**src/rtl/param_alu_core_pkg.sv**
```systemverilog
// alu_pkg: op encodings, flag bit indices and FSM state type for param_alu_core.
package alu_pkg;
    localparam logic [3:0] OP_ADD = 4'd0;
    localparam logic [3:0] OP_SUB = 4'd1;
    localparam logic [3:0] OP_NEG = 4'd2;
    localparam logic [3:0] OP_AND = 4'd3;
    localparam logic [3:0] OP_OR  = 4'd4;
    localparam logic [3:0] OP_XOR = 4'd5;
    localparam logic [3:0] OP_SHL = 4'd6;
    localparam logic [3:0] OP_SAR = 4'd7;
    localparam logic [3:0] OP_MUL = 4'd8;
    localparam int FLAG_N = 3;
    localparam int FLAG_Z = 2;
    localparam int FLAG_C = 1;
    localparam int FLAG_V = 0;
    typedef logic [0:0] state_t;
    localparam state_t S_IDLE = 1'b0;
    localparam state_t S_MUL  = 1'b1;
endpackage

```
**src/rtl/param_alu_core_if.sv**
```systemverilog
// param_alu_core_if: request/result bundle between a requester and param_alu_core.
interface param_alu_core_if #(parameter int WIDTH = 8);
    logic             start;
    logic [3:0]       op;
    logic [WIDTH-1:0] a, b, y, y_hi;
    logic [3:0]       flags;
    logic             busy, done, err;
    modport master (output start, op, a, b, input y, y_hi, flags, busy, done, err);
    modport slave  (input start, op, a, b, output y, y_hi, flags, busy, done, err);
endinterface

```
**src/rtl/alu_seq_mul.sv**
```systemverilog
// alu_seq_mul: unsigned shift-add multiplier, one partial product per cycle; p is the next product state.
module alu_seq_mul #(parameter int WIDTH = 8) (
    input  logic               clk,
    input  logic               reset,
    input  logic               load,
    input  logic               en,
    input  logic [WIDTH-1:0]   a,
    input  logic [WIDTH-1:0]   b,
    output logic [2*WIDTH-1:0] p,
    output logic               last
);
    localparam int CW = $clog2(WIDTH);
    logic [2*WIDTH-1:0] acc;
    logic [WIDTH-1:0]   mc;
    logic [CW-1:0]      cnt;
    logic [WIDTH:0]     sum;
    // upper half accumulates the multiplicand, then the whole register shifts right
    assign sum  = {1'b0, acc[2*WIDTH-1:WIDTH]} + {1'b0, mc & {WIDTH{acc[0]}}};
    assign p    = {sum, acc[WIDTH-1:1]};
    assign last = cnt == CW'(WIDTH - 1);
    always_ff @(posedge clk or negedge reset)
        if (!reset) begin
            acc <= '0;
            mc  <= '0;
            cnt <= '0;
        end else if (load) begin
            acc <= {{WIDTH{1'b0}}, b};
            mc  <= a;
            cnt <= '0;
        end else if (en) begin
            acc <= p;
            cnt <= cnt + 1'b1;
        end
endmodule

```
**src/rtl/param_alu_core.sv**
```systemverilog
// param_alu_core: registered ALU with 1-cycle ops and an iterative MUL.
// MUL and the alu_seq_mul instance exist only when ALU_MUL_EN is defined; otherwise op 8 is illegal.
module param_alu_core import alu_pkg::*; #(parameter int WIDTH = 8) (
    input logic clk,
    input logic reset,
    param_alu_core_if.slave bus
);
    state_t             st;
    logic               go, acc, is_mul, mul_done, legal, c, v;
    logic [3:0]         opr;
    logic [WIDTH-1:0]   ra, rb, r;
    logic [2*WIDTH-1:0] p;
    assign acc      = bus.start && st == S_IDLE;
    assign bus.busy = st == S_MUL;
`ifdef ALU_MUL_EN
    logic last;
    assign is_mul   = bus.op == OP_MUL;
    assign mul_done = bus.busy && last;
    alu_seq_mul #(.WIDTH(WIDTH)) u_mul (
        .clk(clk), .reset(reset), .load(acc && is_mul), .en(bus.busy),
        .a(bus.a), .b(bus.b), .p(p), .last(last)
    );
`else
    assign is_mul   = 1'b0;
    assign mul_done = 1'b0;
    assign p        = '0;
`endif
    always_comb begin
        r     = '0;
        c     = 1'b0;
        v     = 1'b0;
        legal = 1'b1;
        case (opr)
            OP_ADD: begin
                {c, r} = {1'b0, ra} + {1'b0, rb};
                v = ra[WIDTH-1] == rb[WIDTH-1] && r[WIDTH-1] != ra[WIDTH-1];
            end
            OP_SUB: begin
                r = ra - rb;
                c = ra < rb;
                v = ra[WIDTH-1] != rb[WIDTH-1] && r[WIDTH-1] != ra[WIDTH-1];
            end
            OP_NEG: begin
                r = '0 - ra;
                c = ra != '0;
                v = ra[WIDTH-1] && r[WIDTH-1];
            end
            OP_AND: r = ra & rb;
            OP_OR:  r = ra | rb;
            OP_XOR: r = ra ^ rb;
            OP_SHL: {c, r} = {ra, 1'b0};
            OP_SAR: {r, c} = {ra[WIDTH-1], ra};
            default: legal = 1'b0;
        endcase
    end
    // operands are latched at accept; results land one edge later (or at the last MUL step)
    always_ff @(posedge clk or negedge reset)
        if (!reset) begin
            st        <= S_IDLE;
            go        <= 1'b0;
            opr       <= '0;
            ra        <= '0;
            rb        <= '0;
            bus.y     <= '0;
            bus.y_hi  <= '0;
            bus.flags <= '0;
            bus.done  <= 1'b0;
            bus.err   <= 1'b0;
        end else begin
            st       <= acc && is_mul ? S_MUL : mul_done ? S_IDLE : st;
            go       <= acc && !is_mul;
            bus.done <= go || mul_done;
            bus.err  <= go && !legal;
            if (acc) begin
                opr <= bus.op;
                ra  <= bus.a;
                rb  <= bus.b;
            end
            if (go && legal) begin
                bus.y     <= r;
                bus.y_hi  <= '0;
                bus.flags <= {r[WIDTH-1], r == '0, c, v};
            end else if (mul_done) begin
                bus.y     <= p[WIDTH-1:0];
                bus.y_hi  <= p[2*WIDTH-1:WIDTH];
                bus.flags <= {p[WIDTH-1], p[WIDTH-1:0] == '0, p[2*WIDTH-1:WIDTH] != '0, p[2*WIDTH-1:WIDTH] != '0};
            end
        end
endmodule

```
**src/flat_wrapper.sv**
```systemverilog
// flat-port wrapper written by rule: the top's interface ports become plain ports
module param_alu_core_flat import alu_pkg::*;
#(parameter int WIDTH = 8)
  (clk, reset, bus_start, bus_op, bus_a, bus_b, bus_y, bus_y_hi, bus_flags, bus_busy, bus_done, bus_err);
  param_alu_core_if #(.WIDTH(WIDTH)) bus_i ();
  input logic clk;
  input logic reset;
  input wire logic [$bits(bus_i.start)-1:0] bus_start;
  input wire logic [$bits(bus_i.op)-1:0] bus_op;
  input wire logic [$bits(bus_i.a)-1:0] bus_a;
  input wire logic [$bits(bus_i.b)-1:0] bus_b;
  output wire logic [$bits(bus_i.y)-1:0] bus_y;
  output wire logic [$bits(bus_i.y_hi)-1:0] bus_y_hi;
  output wire logic [$bits(bus_i.flags)-1:0] bus_flags;
  output wire logic [$bits(bus_i.busy)-1:0] bus_busy;
  output wire logic [$bits(bus_i.done)-1:0] bus_done;
  output wire logic [$bits(bus_i.err)-1:0] bus_err;
  assign bus_i.start = bus_start;
  assign bus_i.op = bus_op;
  assign bus_i.a = bus_a;
  assign bus_i.b = bus_b;
  assign bus_y = bus_i.y;
  assign bus_y_hi = bus_i.y_hi;
  assign bus_flags = bus_i.flags;
  assign bus_busy = bus_i.busy;
  assign bus_done = bus_i.done;
  assign bus_err = bus_i.err;
  param_alu_core #(.WIDTH(WIDTH)) u_core (.clk(clk), .reset(reset), .bus(bus_i));
endmodule
```
**config.mk**
```make
export PLATFORM = sky130hd
export DESIGN_NAME = param_alu_core_flat
export DESIGN_NICKNAME = d
export VERILOG_FILES = /design/src/rtl/param_alu_core_pkg.sv /design/src/rtl/param_alu_core_if.sv /design/src/rtl/alu_seq_mul.sv /design/src/rtl/param_alu_core.sv /design/src/flat_wrapper.sv
export SDC_FILE = /design/constraint.sdc
export NUM_CORES = 1
export LEC_CHECK = 0
export CORE_MARGIN = 10
export CORE_UTILIZATION = 50
export CTS_CLUSTER_SIZE = 10
export DETAILED_ROUTE_END_ITERATION = 8
export PLACE_DENSITY = 0.75
export SLEW_MARGIN = 5
export SYNTH_ARGS = -nofsm -noshare
export SYNTH_HDL_FRONTEND = slang
export SYNTH_SLANG_ARGS = --single-unit
```
**constraint.sdc**
```tcl
create_clock -name clk -period 3.5 [get_ports clk]
set_input_delay 0.7 -clock clk [delete_from_list [all_inputs] [get_ports clk]]
set_output_delay 0.7 -clock clk [all_outputs]
set_load 0.005 [all_outputs]
```
**After elaboration in Yosys (flattened, before gate mapping)**

Index checks and enable logic that the tools add are counted.

- Output and inout port bits: 23
- Input port bits: 23
- Logic and storage cells: 40
- Register bits: 35

- Reductions and logical operators: 10
- Magnitude comparators: 1
- Bitwise logic cells: 3
- Equality and inequality tests: 11
- Add/sub/neg operators: 3
- Multiplexer cells: 4

Operators with widths:

| operator | number |
|---|---|
| 8-bit one-hot mux with 8 select lines | 1 |
| 4-bit by 3-bit equality test with 1-bit output (second input constant) | 4 |
| 8-bit by 8-bit adder with 9-bit output | 1 |
| 8-bit AND | 1 |
| 4-bit by 2-bit equality test with 1-bit output (second input constant) | 2 |
| 8-bit zero test | 1 |
| 8-bit less-than comparator | 1 |
| 8-bit bitwise OR | 1 |
| 8-bit nonzero test | 1 |
| 8-bit OR reduction | 1 |
| 1-bit by 8-bit subtractor with 8-bit output (first input constant) | 1 |
| 8-bit subtractor | 1 |
| 8-bit XOR | 1 |
| 1-bit logical AND | 5 |
| 1-bit one-hot mux with 5 select lines | 1 |
| 4-bit by 1-bit equality test with 1-bit output (second input constant) | 1 |
| 4-bit zero test | 1 |
| 1-bit inequality test | 3 |
| 1-bit one-hot mux with 3 select lines | 1 |
| 1-bit equality test | 1 |
| 1-bit zero test | 1 |
| 1-bit 2-to-1 mux | 1 |

**Longest topological paths before layout**

- Word-level depth: 5
- Gate-level depth with buffers: 11
- Depth with buffers taken out: 11

**Worst setup path after synthesis**

Ideal clock, no wire load.

- Path type: reg-to-reg
- From: reg u_core.ra[1]
- To: reg u_core.bus.flags[2]
- Data arrival time: 2.436 ns
- Required time: 3.396 ns
- Setup time: 0.104 ns
- Path slack: 0.960 ns
- Period minus slack after synthesis: 2.540 ns
- Buffers on the path: 0
- Cell stages (with the launch flop): 10
- Path through: dfrtp_1 inv_1 ha_1 a21o_1 and4_4 or4_4 a31o_1 a21oi_2 o21ai_1 o41ai_2

- Cells in the longest elaborated chain, start to end: 3

RTL lines:

| element | line | text |
|---|---|---|
| start: declaration | param_alu_core.sv:11 | `logic [WIDTH-1:0] ra, rb, r;` |
| start signal: assignment | param_alu_core.sv:76 | `ra <= bus.a;` |
| 1-bit by 8-bit subtractor with 8-bit output, or another cell as far along | param_alu_core.sv:44 | `r = '0 - ra;` |
| 8-bit one-hot mux with 8 select lines (*) | param_alu_core.sv:33 | `case (opr)` |
| 8-bit zero test (*) | param_alu_core.sv:82 | `bus.flags <= {r[WIDTH-1], r == '0, c, v};` |
| end signal: assignment | param_alu_core.sv:82 |  |
| end signal: assignment | param_alu_core.sv:86 | `bus.flags <= {p[WIDTH-1], p[WIDTH-1:0] == '0, p[2*WIDTH-1:WIDTH] != '0, p[2*WIDTH-1:WIDTH] != '0};` |
| end: declaration | param_alu_core_if.sv:9 | `modport slave (input start, op, a, b, output y, y_hi, flags, busy, done, err);` |

Mark *: on every way between the ends. The rest lies on a longest branch, timed or not.
A chain may end at the register's enable or synchronous reset.

**Worst setup path in the final report**

- From: reg u_core.ra[0]
- To: reg u_core.bus.flags[2]

The elaborated chain is that of the path after synthesis.

==> results.py <==
metrics = {
    "setup_path": {
        "cp-startpoint": "u_core.ra[0]",
        "worst_ep_arrival_time_ns": 3.05,
        "cp_max_fo": 7,
        "cp-end-kind": "flip-flop",
        "crit_type": "flip-flop to flip-flop",
        "r2r_cells": 11,
        "cp-endpoint": "u_core.bus.flags[2]",
        "startpoint_type": "flip-flop",
        "critical_path_required_ns": 3.70,
        "rr_endpoint": "u_core.bus.flags[2]",
        "timing.rr.start": "u_core.ra[0]",
        "rrSetupSlack_ns": 0.65,
    },
    "logic_synthesis": {
        "syn_area_um2": 2880,
        "ys_warn_count": 0,
        "synth.most_common_cell": "nand2_1",
        "synth_edf_count": 0,
        "synth_area_leaders": "dfrtp_1 30%, ha_1 12%, o21ai_0 6.6%",
        "synth_seq_cells": 34,
        "yosysTopAreaCellShare": 0.295,
        "synth.top_cells.by_count": "41 x nand2_1, 38 x o21ai_0, 34 x dfrtp_1, 27 x ha_1, 27 x inv_1",
        "syn_area_per_cell_um2": 8.40,
        "yosysTopAreaCell": "dfrtp_1",
        "async_reset_ff_frac": 1.00,
        "yosysSeqAreaShare": 0.295,
        "synth.distinct_cells": 63,
        "syn_inst": 343,
        "ys.flop_type": "dfrtp_1",
    },
    "clocking": {
        "root_buffer": "clkbuf_8",
        "cts-buffers-inserted": 5,
        "cts.reportedPaths.clkPinSlew_ns": 0.08,
        "htreeDepth": 2,
        "post_cts_buffers": 0,
        "cts_buffer_depth": 2,
        "tritoncts": "yes",
        "clock_latency_ns": 0.29,
        "cts.hold.buffers_added": 0,
        "clkSinkCount": 34,
        "cts_resized": 0,
    },
    "pwr": {
        "internal_power_mw": 0.912,
        "power.leakage_nw": 1.48,
        "p_sw_frac": 0.348,
        "clkPwrFrac": 0.264,
        "power_mw": 1.40,
        "p_per_area_nw_per_um2": 425,
        "seq_power_share": 0.357,
        "p_sw_mw": 0.487,
        "comb_power_share": 0.378,
        "irDropWorstVdd_mv": 0.235,
    },
    "die": {
        "start_util": 0.520,
        "die-area_um2": 9200,
        "coreArea_um2": 5540,
        "rows": 27,
        "die_h_um": 95.9,
        "dieWidth_um": 95.9,
        "io_pins": 46,
    },
    "min_path": {
        "hold_class": "flip-flop to flip-flop",
    },
    "sta": {
        "period_share": 0.814,
        "slew_viol_final": 0,
        "max_slew_margin": 0.580,
        "grt_setup_unrepaired": "no",
        "hold_viol": 0,
        "fin_skew_ns": 0.00278,
        "finalSetupTns_ns": 0,
        "setup_viol": 0,
        "tightest_slew_ns": 0.624,
        "hold_slack_ns": 0.427,
        "fin_crit_ns": 2.85,
        "fmax_mhz": 351,
    },
    "cells_and_area": {
        "fillers": 528,
        "fin_area_um2": 3290,
        "antenna_cells": 0,
        "area_growth_pct": 14.2,
        "fin_util": 0.594,
        "fin_nets": 419,
        "drive_gt1_frac": 0.0815,
    },
    "global_route": {
        "grt_pass1_vias": 2381,
        "grt_max_degree": 35,
        "grt.total_usage": 0.161,
        "grt_antenna_before_repair": 0,
        "gr-total-overflow": 0,
        "grt_pass1_wl_mm": 11.9,
    },
    "placement": {
        "dpl_cell_area_um2": 3180,
        "routabilityCongestion": 0.968,
        "dp_hpwl_mm": 5.52,
        "port_buffers": 36,
    },
    "run_status": {
        "status": "finished, final reports clean",
    },
    "routing": {
        "drt_iter0_markers": 226,
        "vias_per_cell": 5.61,
        "wirelength_mm": 7.15,
        "wl_per_cell_um": 16.3,
        "drc": 0,
        "dr.pass1.iters": 5,
        "num_vias": 2470,
        "ant_nets": 0,
    },
    "job": {
        "maxCapViolCount": 0,
    },
}
==> stage by stage <==
| step | setup WS [ns] | std cells |
|---|---|---|
| final | 0.651 | 440 |
| after global routing | 0.390 | 440 |
| after CTS | 0.655 | 440 |
| after detailed placement | 0.674 | 432 |
| after global placement | 0.692 | 432 |
| after floorplan | 0.960 | 351 |
==> flip-flops by register name, indices dropped and copies added, names as in the netlist <==
name              flops
u_core.bus.y          8
u_core.ra             8
u_core.rb             8
u_core.opr            4
u_core.bus.flags      3
u_core.bus.done       1
u_core.bus.err        1
u_core.go             1
==> cell families (layout without fill, tap and decap cells) <==
family,count (synthesis),count (layout),share of synthesized area
buffers and inverters,60,77,0.115
and+or+nand+nor,93,93,0.156
DFF,34,34,0.295
muxes,11,11,0.0447
adders and majority gates,29,29,0.131
other,1,9,0.00130
AOI/OAI and AO/OA,106,106,0.230
xor gates and xnor gates,9,9,0.0273
==> power groups by stage <==
| stage | Sequential, mW | Combinational, mW | Clock [mW] |
|---|---|---|---|
| final | 0.500 | 0.529 | 0.370 |
| after global routing | 0.510 | 0.590 | 0.394 |
| after CTS | 0.501 | 0.527 | 0.378 |
| after detailed placement | 0.509 | 0.524 | 0 |
| after global placement | 0.503 | 0.522 | 0 |
| after floorplan | 0.489 | 0.380 | 0 |
==> metal layers <==
metal / routed length (µm) / share of wire / track usage
met4: 122 / 0.017 / 0.0491
met2: 3260 / 0.46 / 0.253
met1: 3210 / 0.45 / 0.216
met5: 0 / 0 / 0
met3: 567 / 0.079 / 0.0358
==> placed cells by master (no fill, tap or decap), types with 6 or more instances in the layout <==
| cell type | n |
|---|---|
| a21oi_1 | 23 |
| a31oi_1 | 6 |
| buf_4 | 6 |
| clkdlybuf4s50_1 | 36 |
| conb_1 | 9 |
| dfrtp_1 | 34 |
| ha_1 | 27 |
| inv_1 | 27 |
| nand2_1 | 41 |
| nand3_1 | 6 |
| nor2_1 | 15 |
| nor2b_1 | 6 |
| o21ai_0 | 38 |
| xnor2_1 | 7 |
==> worst min path at each step <==
stage	from	endpoint	slack, ns	depth (start not counted)
finish	u_core.go	u_core.bus.done	0.43	0
global route	u_core.go	u_core.bus.done	0.47	0
CTS	u_core.go	u_core.bus.done	0.43	0
detailed placement	u_core.go	u_core.bus.done	0.41	0
global placement	u_core.go	u_core.bus.done	0.40	0
floorplan	u_core.go	u_core.bus.done	0.38	0
==> worst max-delay path, cell delays in order (launching register included) <==
cell      delay (ns)
dfrtp_1         0.48
inv_1           0.20
ha_1            0.19
inv_1           0.05
fa_1            0.40
nand2b_1        0.14
a221oi_1        0.10
a31o_2          0.25
xnor2_1         0.12
a221oi_1        0.40
nand3_1         0.14
o41ai_2         0.27
==> final cells by class <==
cell class              instances  area [µm²]  area share
inverters                      27         101      0.0308
clock buffers                   5        68.8      0.0209
well taps                      72        90.1      0.0274
repair buffers                 42         405       0.123
multi-input cells             257        1730       0.526
clock inverters                 3        45.0      0.0137
flip-flops and latches         34         851       0.258
(Power assumes the default switching activity.)
